<file path="config.mk">
export PLATFORM = sky130hd
export DESIGN_NAME = lsu_mem_ctrl
export DESIGN_NICKNAME = d
export VERILOG_FILES = /design/src/rtl/lsu_mem_ctrl.sv
export SDC_FILE = /design/constraint.sdc
export NUM_CORES = 1
export LEC_CHECK = 0
export BUFFER_PORTS_ARGS = -buffer_cell sky130_fd_sc_hd__buf_2
export CAP_MARGIN = 20
export CORE_UTILIZATION = 50
export CTS_BUF_LIST = sky130_fd_sc_hd__clkbuf_8
export CTS_CLUSTER_SIZE = 8
export DETAILED_ROUTE_END_ITERATION = 10
export PLACE_DENSITY = 0.95
export SKIP_CTS_REPAIR_TIMING = 1
export SYNTH_ARGS = -nofsm -noshare
export SYNTH_HDL_FRONTEND = slang
export SYNTH_SLANG_ARGS = --single-unit
</file>
<file path="constraint.sdc">
create_clock -name clk -period 4.44 [get_ports clk]
set_input_delay 0.222 -clock clk [delete_from_list [all_inputs] [get_ports clk]]
set_output_delay 0.222 -clock clk [all_outputs]
set_load 0.05 [all_outputs]
</file>
<file path="src/rtl/lsu_mem_ctrl.sv">
// lsu_mem_ctrl -- load/store unit between the decode controller and the
// data-memory bus.
//
// Accepts a load or store from the controller, runs one req/ack bus
// transaction, aligns store data onto byte lanes, and extracts and extends
// load data. The PC is held (stall) from acceptance until the access
// completes. A misaligned access is rejected in the same cycle and never
// reaches the bus.
//
// Ports
//   clk, rst          clock, synchronous active-high reset
//   op_valid          instruction valid this cycle
//   ld_sel[2:0]       0 none, 1 lw, 2 lb, 3 lh, 4 lbu, 5 lhu, 6/7 lw
//   st_sel[1:0]       0 none, 1 sb, 2 sh, 3 sw (wins over ld_sel)
//   addr, wdata       byte address and store data
//   stall             hold PC / regfile write
//   done              one-cycle completion pulse, rdata_ext valid
//   rdata_ext         extended load result (0 for stores and aborts)
//   misalign          access rejected for alignment
//   bus_err           with done: access aborted by timeout
//   dmem_*            word-aligned request/ack bus towards data memory
//
// Parameters
//   TIMEOUT_CYCLES    REQ cycles allowed without ack; 0 waits forever
module lsu_mem_ctrl #(
    parameter int TIMEOUT_CYCLES = 64
) (
    input  logic        clk,
    input  logic        rst,
    input  logic        op_valid,
    input  logic [2:0]  ld_sel,
    input  logic [1:0]  st_sel,
    input  logic [31:0] addr,
    input  logic [31:0] wdata,
    output logic        stall,
    output logic        done,
    output logic [31:0] rdata_ext,
    output logic        misalign,
    output logic        bus_err,
    output logic        dmem_req,
    output logic        dmem_we,
    output logic [3:0]  dmem_be,
    output logic [31:0] dmem_addr,
    output logic [31:0] dmem_wdata,
    input  logic        dmem_ack,
    input  logic [31:0] dmem_rdata
);

    localparam int CNT_W = (TIMEOUT_CYCLES > 1) ? $clog2(TIMEOUT_CYCLES + 1) : 1;
    localparam logic [CNT_W-1:0] CNT_LAST =
        CNT_W'((TIMEOUT_CYCLES > 0) ? TIMEOUT_CYCLES - 1 : 0);

    typedef enum logic [1:0] {S_IDLE, S_REQ, S_DONE} state_t;

    localparam logic [1:0] SZ_B = 2'd0;
    localparam logic [1:0] SZ_H = 2'd1;
    localparam logic [1:0] SZ_W = 2'd2;

    // Per-access context captured at acceptance; drives load extraction.
    typedef struct packed {
        logic       is_st;
        logic [1:0] size;
        logic       sext;
        logic [1:0] off;
    } acc_t;

    state_t           state;
    acc_t             acc;
    logic [CNT_W-1:0] cnt;

    // ---------------- decode of the presented instruction ----------------
    logic        is_st, is_ld, mem_op, aligned;
    logic [1:0]  dec_size;
    logic        dec_sext;
    logic [3:0]  dec_be;
    logic [31:0] dec_wdata;

    always_comb begin
        is_st    = (st_sel != 2'd0);
        is_ld    = !is_st && (ld_sel != 3'd0);
        mem_op   = op_valid && (is_st || is_ld);
        dec_size = SZ_W;
        dec_sext = 1'b0;
        if (is_st) begin
            case (st_sel)
                2'd1:    dec_size = SZ_B;
                2'd2:    dec_size = SZ_H;
                default: dec_size = SZ_W;
            endcase
        end else begin
            case (ld_sel)
                3'd2:    begin dec_size = SZ_B; dec_sext = 1'b1; end
                3'd3:    begin dec_size = SZ_H; dec_sext = 1'b1; end
                3'd4:    dec_size = SZ_B;
                3'd5:    dec_size = SZ_H;
                default: dec_size = SZ_W;
            endcase
        end

        case (dec_size)
            SZ_H:    aligned = !addr[0];
            SZ_W:    aligned = (addr[1:0] == 2'b00);
            default: aligned = 1'b1;
        endcase

        // Loads always fetch the whole word; lane selection happens on return.
        dec_be    = 4'hF;
        dec_wdata = wdata;
        if (is_st) begin
            case (dec_size)
                SZ_B: begin
                    dec_be    = 4'b0001 << addr[1:0];
                    dec_wdata = {4{wdata[7:0]}};
                end
                SZ_H: begin
                    dec_be    = 4'b0011 << addr[1:0];
                    dec_wdata = {2{wdata[15:0]}};
                end
                default: begin
                    dec_be    = 4'hF;
                    dec_wdata = wdata;
                end
            endcase
        end
    end

    // Rejection and acceptance are only evaluated in IDLE; REQ/DONE own the
    // instruction already presented.
    always_comb begin
        misalign = (state == S_IDLE) && mem_op && !aligned;
        stall    = (state == S_REQ) || ((state == S_IDLE) && mem_op && aligned);
    end

    // ---------------- load data extraction ----------------
    logic [7:0]  ld_byte;
    logic [15:0] ld_half;
    logic [31:0] ld_ext;

    always_comb begin
        ld_byte = dmem_rdata[8*acc.off +: 8];
        ld_half = acc.off[1] ? dmem_rdata[31:16] : dmem_rdata[15:0];
        case (acc.size)
            SZ_B:    ld_ext = {{24{acc.sext & ld_byte[7]}}, ld_byte};
            SZ_H:    ld_ext = {{16{acc.sext & ld_half[15]}}, ld_half};
            default: ld_ext = dmem_rdata;
        endcase
    end

    // ---------------- sequencing ----------------
    always_ff @(posedge clk) begin
        if (rst) begin
            state      <= S_IDLE;
            acc        <= '0;
            cnt        <= '0;
            done       <= 1'b0;
            bus_err    <= 1'b0;
            rdata_ext  <= '0;
            dmem_req   <= 1'b0;
            dmem_we    <= 1'b0;
            dmem_be    <= '0;
            dmem_addr  <= '0;
            dmem_wdata <= '0;
        end else begin
            case (state)
                S_IDLE: begin
                    done    <= 1'b0;
                    bus_err <= 1'b0;
                    if (mem_op && aligned) begin
                        acc.is_st  <= is_st;
                        acc.size   <= dec_size;
                        acc.sext   <= dec_sext;
                        acc.off    <= addr[1:0];
                        cnt        <= '0;
                        dmem_req   <= 1'b1;
                        dmem_we    <= is_st;
                        dmem_be    <= dec_be;
                        dmem_addr  <= {addr[31:2], 2'b00};
                        dmem_wdata <= dec_wdata;
                        state      <= S_REQ;
                    end
                end
                S_REQ: begin
                    // An ack on the expiry cycle still completes normally.
                    if (dmem_ack) begin
                        dmem_req  <= 1'b0;
                        done      <= 1'b1;
                        bus_err   <= 1'b0;
                        rdata_ext <= acc.is_st ? 32'h0 : ld_ext;
                        state     <= S_DONE;
                    end else if ((TIMEOUT_CYCLES > 0) && (cnt == CNT_LAST)) begin
                        dmem_req  <= 1'b0;
                        done      <= 1'b1;
                        bus_err   <= 1'b1;
                        rdata_ext <= 32'h0;
                        state     <= S_DONE;
                    end else if (TIMEOUT_CYCLES > 0) begin
                        cnt <= cnt + 1'b1;
                    end
                end
                S_DONE: begin
                    done    <= 1'b0;
                    bus_err <= 1'b0;
                    state   <= S_IDLE;
                end
                default: state <= S_IDLE;
            endcase
        end
    end

endmodule
</file>
* Word-level counts from Yosys, hierarchy flattened
Index checks and enable logic that the tools add are counted.
** Word-level totals
- Word-level logic and storage cells :: 97
- Register bits :: 116
- Bits of input ports :: 105
** Operators by class
- Multiplexer cells :: 32
- Reduce and logical (&&, ||, !) cells :: 30
- Bitwise logic cells :: 2
- Add/subtract/negate cells :: 1
- Shift-type cells :: 3
- Equal/unequal tests :: 16
** Operator list (count)
- 32-bit 2-to-1 mux :: 4
- 32-bit case mux with 2 select lines :: 2
- 32-bit by 6-bit variable part select with 8-bit output :: 1
- 7-bit 2-to-1 mux :: 3
- 16-bit 2-to-1 mux :: 1
- 7-bit case mux with 2 select lines :: 1
- 2-bit case mux with 2 select lines :: 3
- 2-bit by 1-bit equality test with 1-bit output (second input constant) :: 4
- 2-bit logical NOT :: 4
- 1-bit 2-to-1 mux :: 8
- 2-bit 2-to-1 mux :: 4
- 1-bit case mux with 2 select lines :: 4
- 4-bit case mux with 2 select lines :: 1
- 2-bit AND reduction :: 4
- 2-bit nonzero test :: 4
- 2-bit OR reduction :: 4
- 7-bit by 1-bit adder with 7-bit output (second input constant) :: 1
- 7-bit by 6-bit equality test with 1-bit output (second input constant) :: 1
- 2-bit equality test (second input constant) :: 3
- 3-bit by 2-bit equality test with 1-bit output (second input constant) :: 2
- 3-bit equality test (second input constant) :: 2
- 1-bit logical AND :: 6
- 4-bit 2-to-1 mux :: 1
- 2-bit != test (second input constant) :: 2
- 10 further kinds :: 14

* Logic depth before layout (Yosys ltp)
Gate-level depths: netlist of run 1.
- Word-level depth :: 9
- Mapped depth :: 13

* Least setup slack after synthesis of run 1
Ideal clock, no wire load.
- Path kind :: input-to-output
- Start :: in st_sel[0]
- End :: out stall
- Required time :: 4218 ps
- Arrival :: 2459 ps
- Stages on the path :: 13
- Setup slack :: 1759 ps
- Path buffers :: 3
- Path through :: inv_1 -> ha_1 -> buf_2 -> nand2_1 -> o22ai_1 -> inv_1 -> ha_1 -> or3b_1 -> and3_1 -> buf_6 -> nor2_2 -> buf_2 -> a21o_1
** Between the ends
- Elaborated cells on any way between the ends :: 15
- Those cells by class :: eq/ne (4); mux (3); reduce/logical (8)
** RTL lines
- start, declared :: line 32 : input logic [1:0] st_sel,
- 2-bit equality test / 2-bit by 1-bit equality test with 1-bit output (equally long branches) :: line 85 : case (st_sel)
- 2-bit case mux with 2 select lines :: line 85
- 2-bit 2-to-1 mux * :: line 84 : if (is_st) begin
- named net dec_size[0] :: line 73 : logic [1:0] dec_size;
- 2-bit equality test / 2-bit by 1-bit equality test with 1-bit output (equally long branches) :: line 100 : case (dec_size)
- 1-bit case mux with 2 select lines * :: line 100
- 1-bit logical AND * :: line 131 : stall = (state == S_REQ) || ((state == S_IDLE) && mem_op && aligned);
- 1-bit logical OR * :: line 131
- end, declared :: line 35 : output logic stall,
Mark *: on every way through the listed nets, which the timed path passes. The rest lies on a longest branch.

* Worst setup path in the final report of run 1
- Start :: in st_sel[0]
- End :: out stall
** Between the ends
- Word-level cells in the longest chain between the ends :: 8
- Elaborated cells on any way between the ends :: 15
- Those cells by class :: eq/ne (4); mux (3); reduce/logical (8)
** RTL lines (line)
- branches (longest 6 deep; another with 2-bit equality test)
- 1-bit logical AND * :: 131
- 1-bit logical OR * :: 131
Every way passes the cells marked *.

==> out/summary.txt, run 1 <==
min-delay worst type: in2reg
WHS Path Cells: 2
register area share after synthesis: 45.39%
worst reg2reg startpoint: acc[4]
Hold Violations, Final: 0
Max FO, Critical Path: 54
beginning of the critical path: st_sel[0]
WL final: 15.13 mm
Clk pin slew, worst setup/hold paths: 0.08 ns
CP arrival: 3.20 ns
I/O pin cnt: 211
Detail Route Antenna Nets: 0
first-pass GRT wire length: 23.39 mm
# fillers: 828
Slew headroom: 39.21%
Setup Crit Path Kind: in2out
flops & latches, synth: 116
worst r2r dst: rdata_ext[23]
fin nets: 914
Synth cell types: 54
YS warnings: 0
vias per cell: 5.839
clk_lat worst skew: 0.41 ns
Worst Skew: 0.01619 ns
FF-to-FF setup slack: 2.00 ns
number of global-route vias before repair: 4942
Clock Path Buffers: 2
startpoint types: input pin
CP endpoint: stall
Overall Global Routing Usage: 28.43%
status: finished, final reports clean
drt wl/cell: 15.94 µm
Post-synth top flop: dfxtp_1
routability cong.: 0.8903
Port Buffers: 208
Starting DRT DRC Count: 357
post-layout util: 66.68%
DRC viols: 0
synthesized area: 5116 µm²
RSZ-0062 raised after global routing: false
Max Slew Vio Count: 0
Die Wd: 103.2 µm
Reg2Reg Depth: 4
die height: 103.2 µm
Worst Setup End Kind: output pin
VDD IR max: 0.0003134 V
global route total overflow: 0
CTS Root Cell: clkbuf_8
Final Critical Period: 3.424 ns
initial antenna violation count: 0
Async SR Flop Fraction: 0%
largest net degree at the start of global routing: 74
n_diodes: 0
MaxCap Viol Count: 0
Initial Util: 51.86%
final setup vio count: 0
Initial DRT Pass Iterations: 5
leakage power total: 0.002834 µW
share of post-route cells with drive strength above 1: 31.50%
TritonCTS clock tree: done
area of the die: 10640 µm²
# rows: 36
CORE AREA: 9864 µm²
Syn Inst Count: 621
DP HPWL: 10.47 mm
via count: 5541
fin crit share: 77.12%
area grow syn2layout: 28.56%
CTS Buf Count: 17
depth of the CTS H-tree: 4
measured slew at the worst slew-check pin: 0.9085 ns
PwrDens: 445.5 nW/µm²
critical path data required time: 4.22 ns
clock sink count: 116
synthesized area per cell: 8.239 µm²
number of synthesized flops with an enable pin: 0
Sum Neg Setup Slack: 0 ns
fmax: 292.0 MHz
worst min-delay path by stage:
| stage | start | endpoint | slack [ns] |
|---|---|---|---|
| final | wdata[28] | dmem_wdata[28] | 0.02 |
| after global routing | wdata[30] | dmem_wdata[30] | 0.02 |
| after CTS | wdata[28] | dmem_wdata[28] | 0.008 |
| after detailed placement | rdata_ext[12] | rdata_ext[12] | 0.44 |
| after global placement | rdata_ext[6] | rdata_ext[6] | 0.43 |
| after floorplan | dmem_ack | bus_err | 0.34 |
worst max-delay path, cell delays in order:
cell	delay (ns)
buf_2	0.09
inv_1	0.06
ha_1	0.36
nor2_1	0.07
a21oi_1	0.30
ha_1	0.53
nand2b_1	0.17
and3_2	0.55
nor2_2	0.20
buf_4	0.26
a21o_1	0.12
buf_2	0.25
state kept, by name (all words and copies together) (netlist names):
| signal | cells |
|---|---|
| dmem_wdata | 32 |
| dmem_req | 1 |
| done | 1 |
| dmem_be | 4 |
| bus_err | 1 |
| acc | 6 |
| state | 2 |
| dmem_addr | 30 |
| cnt | 7 |
| rdata_ext | 32 |
synthesized netlist by cell type (2+ instances only):
cell / number / area (µm²)
o21ai_0: 94 / 470.5
xnor2_1: 4 / 35.03
nor2_1: 24 / 90.09
a311oi_1: 11 / 96.34
a22oi_1: 8 / 60.06
nor3_1: 13 / 65.06
ha_1: 6 / 75.07
inv_1: 14 / 52.55
buf_1: 4 / 15.01
and3b_1: 2 / 17.52
o31ai_1: 2 / 15.01
dfxtp_1: 116 / 2322
a21oi_1: 84 / 420.4
clkbuf_1: 38 / 142.6
o32ai_1: 2 / 17.52
buf_4: 2 / 15.01
buf_2: 7 / 35.03
nand2b_1: 7 / 43.79
a211oi_1: 7 / 52.55
a221o_1: 15 / 150.1
mux2i_1: 9 / 90.09
buf_6: 2 / 22.52
or3_1: 9 / 56.30
o21ai_1: 5 / 25.02
nand3_1: 42 / 210.2
and3_1: 2 / 12.51
o22ai_1: 2 / 12.51
nor3b_1: 2 / 15.01
nand2_1: 63 / 236.5
routing by layer:
layer	track usage, %	part of all wire [%]
met1	34.28	39
met2	48.26	50
met3	6.237	7.6
met4	13.33	3.3
met5	0	0
layout make-up:
type                       count  area, µm²  area share (%)
multi-input combinational    439       2544           38.67
sequential                   116       2322           35.31
timing repair buffer         215       1101           16.74
clock buffer                  17      234.0           3.557
tap                          133      166.4           2.530
clock inverter                15      157.7           2.397
inverter                      14      52.55          0.7989
placed cells by master (no fill, tap or decap), types with 6 or more instances in the layout:
cell type,instances
a221o_1,15
dfxtp_1,116
mux2i_1,9
nand3_1,41
nor3_1,13
nor2_1,24
buf_2,208
o21ai_0,94
nand2_1,63
a22oi_1,8
or3_1,9
a21oi_1,84
buf_4,6
clkbuf_8,17
inv_1,15
ha_1,6
nand2b_1,7
a211oi_1,6
a311oi_1,11
per-stage QoR:
| stage | power, µW | hold WS [ns] | cells | worst slack, ns | area, µm² |
|---|---|---|---|---|---|
| after floorplan | 1771 | 0.3378 | 622 | 1.759 | 5120 |
| after global placement | 1968 | 0.4280 | 915 | 1.171 | 6163 |
| after detailed placement | 1983 | 0.4363 | 916 | 1.013 | 6178 |
| after CTS | 2935 | 0.008005 | 948 | 1.083 | 6570 |
| after global routing | 3050 | 0.01586 | 949 | 0.8363 | 6578 |
| final | 2930 | 0.02438 | 949 | 1.016 | 6578 |
cell families (layout without fill, tap and decap cells):
family	Yosys count	in the layout	synth area share (%)
AOI/OAI and AO/OA	240	240	27.61
xor gates and xnor gates	4	4	0.6847
adders and majority gates	6	6	1.467
buffers and inverters	67	261	5.527
DFF	116	116	45.39
muxes	9	9	1.761
other	1	2	0.07330
and+or+nand+nor	178	178	17.49
power breakdown:
part | total (µW) | switching (µW) | leakage, µW | internal (µW)
registers | 1180 | 57.0 | 0.000945 | 1120
clock network | 958 | 455 | 0.000194 | 503
logic | 796 | 587 | 0.00170 | 209
Note: power is estimated with default switching activity, not from simulation.
==> run 2, diff against run 1 <==
- ABC_AREA: unset -> 1
- PLACE_DENSITY: 0.95 -> 0.93
- clock period: 4.44 -> 3.3 ns (I/O delays scaled with it)
==> run 2 against run 1 <==
Net effect: the flow now finishes with violations (negative hold slack); via count up 12%; critical path depth is 2 higher; sequential power up 36%; non-clock buffer count is 4 higher; register-to-register slack worse by 1.1 ns; design area rose by 8.2%; combinational power increased by 55%; sequential share of layout area down 2.7 points; cell count rose by 25%; first-iteration DRC count down 3.9%; core utilization down 1.9 points; synthesized cell count grew 38%; largest power group unchanged; highest routed layer is now met5.
==> out/summary.txt, run 2 <==
status: finished with violations
violated checks: negative hold slack
drt wl/cell: 13.82 µm
Overall Global Routing Usage: 28.12%
Clock Path Buffers: 2
vias per cell: 5.223
synthesized area: 5688 µm²
CTS Buf Count: 17
Synth area leader: dfxtp_1
routability cong.: 0.8799
critical path data required time: 3.13 ns
YS warnings: 0
DP HPWL: 11.53 mm
area of the die: 11810 µm²
WL final: 16.44 mm
PwrDens: 581.5 nW/µm²
min-delay worst type: in2reg
Sum Neg Setup Slack: 0 ns
Initial Util: 51.79%
fmax: 359.6 MHz
n_diodes: 0
die height: 108.7 µm
number of synthesized flops with an enable pin: 0
DRC viols: 0
depth of the CTS H-tree: 4
beginning of the critical path: st_sel[0]
CTS Root Cell: clkbuf_8
MaxCap Viol Count: 0
CP arrival: 2.62 ns
commonest cells after routing, fill and taps aside: 234 x nand2_1, 208 x buf_2, 125 x nor2_1
global route total overflow: 0
Area contributors post-synth: dfxtp_1 41%, nand2_1 15%, o21ai_0 9.6%
clock sink count: 116
Post-synth top cells: 234 x nand2_1, 125 x nor2_1, 116 x dfxtp_1, 109 x o21ai_0, 85 x a21oi_1
worst reg2reg startpoint: acc[4]
# rows: 38
share of post-route cells with drive strength above 1: 26.57%
Starting DRT DRC Count: 343
final setup vio count: 0
measured slew at the worst slew-check pin: 0.8299 ns
Worst Skew: 0.01710 ns
Worst Setup End Kind: output pin
TritonCTS clock tree: done
fin nets: 1151
Synth top area share: 40.83%
register area share after synthesis: 40.83%
first-pass GRT wire length: 26.10 mm
area grow syn2layout: 25.17%
worst slack, placed: 0.4019 ns
Setup Crit Path Kind: in2out
Hold Violations, Final: 5
Max Slew Vio Count: 0
Clk pin slew, worst setup/hold paths: 0.07 ns
Synth cell types: 32
setup ws final: 0.5194 ns
Port Buffers: 208
Post-synth top flop: dfxtp_1
via count: 6215
startpoint types: input pin
Top Registers: dmem_wdata: 32 flops, rdata_ext: 32 flops, dmem_addr: 30 flops
largest net degree at the start of global routing: 75
Die Wd: 108.7 µm
Final Critical Period: 2.781 ns
Max FO, Critical Path: 57
Async SR Flop Fraction: 0%
leakage power total: 0.003506 µW
flops & latches, synth: 116
# fillers: 980
Hold Path Origin: addr[27]
I/O pin cnt: 211
Syn Inst Count: 854
RSZ-0062 raised after global routing: false
initial antenna violation count: 2
fin crit share: 84.26%
Initial DRT Pass Iterations: 5
Detail Route Antenna Nets: 0
clk_lat worst skew: 0.42 ns
Slew headroom: 44.67%
leading cell type by number of instances after synthesis: nand2_1
most common cell after layout, fill and taps aside: nand2_1
number of global-route vias before repair: 5641
CORE AREA: 10980 µm²
synthesized area per cell: 6.660 µm²
Hold WS: -0.01453 ns
VDD IR max: 0.0002740 V
[run 2: cell types whose count changed after synthesis, moves of 10 or more]
| cell | before | now |
|---|---|---|
| nand2_1 | 63 | 234 |
| nor2_1 | 24 | 125 |
| inv_1 | 14 | 51 |
| nand3_1 | 42 | 25 |
| a221o_1 | 15 | 0 |
| o21ai_0 | 94 | 109 |
| nand2_2 | 0 | 12 |
| a311oi_1 | 11 | 0 |
| nor3_1 | 13 | 2 |
| buf_4 | 2 | 12 |
[run 2: power by group]
| group | total, µW | internal (µW) | switching [µW] |
|---|---|---|---|
| Combinational | 1230 | 320 | 906 |
| Clock | 1320 | 748 | 570 |
| Sequential | 1600 | 1520 | 77.8 |
[run 2: through the flow]
stage	std cells	power (µW)	cell area, µm²	hold WS [ns]	utilization, %
after floorplan	855	2553	5692	0.3088	-
after global placement	1159	2807	6696	0.4003	60.97
after detailed placement	1159	2835	6696	0.4106	60.97
after CTS	1188	4142	7082	-0.03040	64.48
after global routing	1190	4343	7119	0.004047	64.82
final	1190	4140	7119	-0.01453	64.82
[run 2: cell families (layout without fill, tap and decap cells)]
| kind of cell | after synthesis | after routing | synth area share (%) |
|---|---|---|---|
| other cells | 1 | 2 | 0.06593 |
| xor+xnor | 3 | 3 | 0.4620 |
| fa+ha+maj | 6 | 6 | 1.320 |
| buf+inv | 109 | 304 | 8.689 |
| simple gates | 407 | 407 | 29.15 |
| flops | 116 | 116 | 40.83 |
| compound gates | 212 | 212 | 19.49 |
[run 2: routing by layer]
metal  track usage (%)  vias to the layer above  wire [µm]
met5                 0                        -         30
met4             13.13                        4        498
met3             8.129                       48       1556
met2             47.88                      295       7892
met1             32.45                     2776       6465
li1                  -                     3092          -
[run 2: final timing paths]
path,end,slack (ns),cells after the start
hold / removal,dmem_addr[27],-0.01,3
setup / recovery,stall,0.52,14
setup reg to reg,rdata_ext[22],0.92,9
hold reg to reg,cnt[6],0.46,2
[run 2: layout make-up]
cell class / count / area [µm²] / share of cell area [%]
clock inverter: 11 / 137.6 / 1.933
timing repair buffer: 219 / 1146 / 16.10
sequential: 116 / 2322 / 32.62
multi-input combinational: 630 / 2875 / 40.39
inverter: 56 / 215.2 / 3.023
tap: 140 / 175.2 / 2.460
clock buffer: 18 / 247.7 / 3.480
[run 2: worst max-delay path, stage by stage]
cell and delay, ns:
buf_2 0.10, inv_1 0.06, ha_1 0.29, inv_1 0.11, a21oi_1 0.23, inv_1 0.10, ha_1 0.19, buf_4 0.17
inv_2 0.14, o211ai_2 0.11, nand2_2 0.11, buf_4 0.48, nand2_1 0.10, buf_2 0.24
==> run 3, diff against run 2 <==
- ABC_AREA: 1 -> 0
- PLACE_DENSITY: 0.93 -> 0.95
- clock period: 3.3 -> 2.6 ns (I/O delays scaled with it)
==> run 3 against run 2 <==
Net effect: the run still ends with negative hold slack left; setup slack worse by 0.33 ns; non-clock buffer count rose by 74; total power is 26% higher; clock power up 25%; sequential share of layout area fell by 0.94 points; die area shrank 9.9%; sequential power grew 26%; combinational power increased by 25%; clock skew up 0.0023 ns; via count down 2.4%; worst hold slack lost 0.00057 ns; critical path type unchanged; largest cell class unchanged; largest power group unchanged.
==> out/summary.txt, run 3 (same netlist as run 1, synthesis figures left out) <==
status: finished with violations
violated checks: negative hold slack
Port Buffers: 208
Clk pin slew, worst setup/hold paths: 0.07 ns
startpoint types: input pin
PwrDens: 708.9 nW/µm²
most common cell after layout, fill and taps aside: buf_2
number of global-route vias before repair: 5042
Starting DRT DRC Count: 440
CP arrival: 2.28 ns
Initial DRT Pass Iterations: 6
largest net degree at the start of global routing: 51
via count: 6065
MaxCap Viol Count: 0
CORE AREA: 9864 µm²
die height: 103.2 µm
Largest delay share family, worst path: simple AND/OR/NAND/NOR gates
VDD IR max: 0.0005673 V
critical path data required time: 2.47 ns
WL final: 18.50 mm
initial antenna violation count: 1
Setup Crit Path Kind: in2out
global route total overflow: 0
TritonCTS clock tree: done
depth of the CTS H-tree: 4
Max Slew Vio Count: 0
Hold Violations, Final: 1
Final Critical Period: 2.412 ns
crit-path max cell delay: 0.37 ns
Top Registers: dmem_wdata: 32 flops, rdata_ext: 32 flops, dmem_addr: 30 flops
Worst Setup End Kind: output pin
Max FO, Critical Path: 10
Die Wd: 103.2 µm
uppermost layer routed: met4
Overall Global Routing Usage: 29.26%
routed wl met2: 9.254 mm
share of post-route cells with drive strength above 1: 30.54%
RSZ-0062 raised after global routing: false
WL met3: 1.634 mm
worst path cell trace: buf_2 -> inv_1 -> ha_1 -> a21oi_1 -> inv_1 -> ha_1 -> or3b_1 -> and3_2 -> nor2_2 -> a21o_1 -> buf_2
min-delay worst type: in2reg
first-pass GRT wire length: 24.11 mm
Crit-path slowest cell: or3b_1
Sum Neg Setup Slack: 0 ns
DP HPWL: 10.94 mm
area of the die: 10640 µm²
fin crit share: 92.77%
# rows: 36
clk_lat worst skew: 0.43 ns
measured slew at the worst slew-check pin: 0.7468 ns
CTS Root Cell: clkbuf_8
drt wl/cell: 18.00 µm
routability cong.: 0.8595
met1 wire length: 6.637 mm
I/O pin cnt: 211
vias per cell: 5.900
# fillers: 691
fmax: 414.6 MHz
final setup vio count: 0
Hold WS: -0.01510 ns
Initial Util: 51.86%
crit path buf inv count: 4
Detail Route Antenna Nets: 0
fin nets: 992
DRC viols: 0
CTS Buf Count: 17
area grow syn2layout: 43.26%
Slew headroom: 50.11%
Worst Skew: 0.01940 ns
Clock Path Buffers: 2
leakage power total: 0.003182 µW
Final Power: 5196 µW
clock sink count: 116
commonest cells after routing, fill and taps aside: 208 x buf_2, 116 x dfxtp_1, 94 x o21ai_0
-- run 3: cell types whose count changed in the layout (fill, tap and decap cells not counted), moves of 11 or more --
cell           change
nor3_1            +11
a221o_1           +15
dlygate4sd3_1     +62
a311oi_1          +11
buf_4             +12
nand3_1           +16
nor2_1           -101
nand2_1          -171
o21ai_0           -15
nand2_2           -12
inv_1             -38
-- run 3: path summary, 6_finish.rpt --
check | startpoint | endpoint | slack, ns | cells after the start
setup / recovery | st_sel[0] | stall | 0.19 | 11
hold / removal | wdata[22] | dmem_wdata[22] | -0.02 | 3
setup reg to reg | acc[4] | rdata_ext[18] | 0.63 | 4
hold reg to reg | rdata_ext[15] | rdata_ext[15] | 0.45 | 2
-- run 3: worst reg2reg max path: cells and delay by family (launching register included) --
family | cells | cell delay [ns]
AOI/OAI and AO/OA | 3 | 0.97
DFF | 1 | 0.66
and+or+nand+nor | 1 | 0.21
-- run 3: area by class of cell --
type                    instances  area (µm²)  area share [%]
flip-flops and latches        116        2322           31.68
inverters                      14       52.55          0.7170
repair buffers                293        1849           25.23
well taps                     133       166.4           2.270
multi-input cells             439        2544           34.70
clock buffers                  20       275.3           3.756
diodes                          1       2.502         0.03414
clock inverters                12       117.6           1.605
-- run 3: where the power goes --
group	total [µW]	switching, µW	leakage [µW]	internal (µW)
Sequential	2010	96.8	0.000945	1910
Clock	1650	800	0.000201	849
Combinational	1540	1080	0.00204	459
Total	5200	1980	0.00318	3220
-- run 3: routing by layer --
metal  up-vias  track usage, %
met5         -               0
met4         0           13.54
met3        94           7.390
met2       421           48.77
met1      2779           35.49
li1       2771               -
-- run 3: per-stage QoR --
| step | cells | cell area [µm²] | worst slack (ns) | util (%) |
|---|---|---|---|---|
| CTS | 964 | 6696 | 0.2195 | 67.88 |
| global placement | 932 | 6304 | 0.1596 | 63.90 |
| floorplan | 622 | 5120 | 0.1029 | - |
| finish | 1028 | 7330 | 0.1880 | 74.30 |
| global route | 1028 | 7330 | 0.06301 | 74.30 |
| detailed placement | 932 | 6304 | 0.05173 | 63.90 |
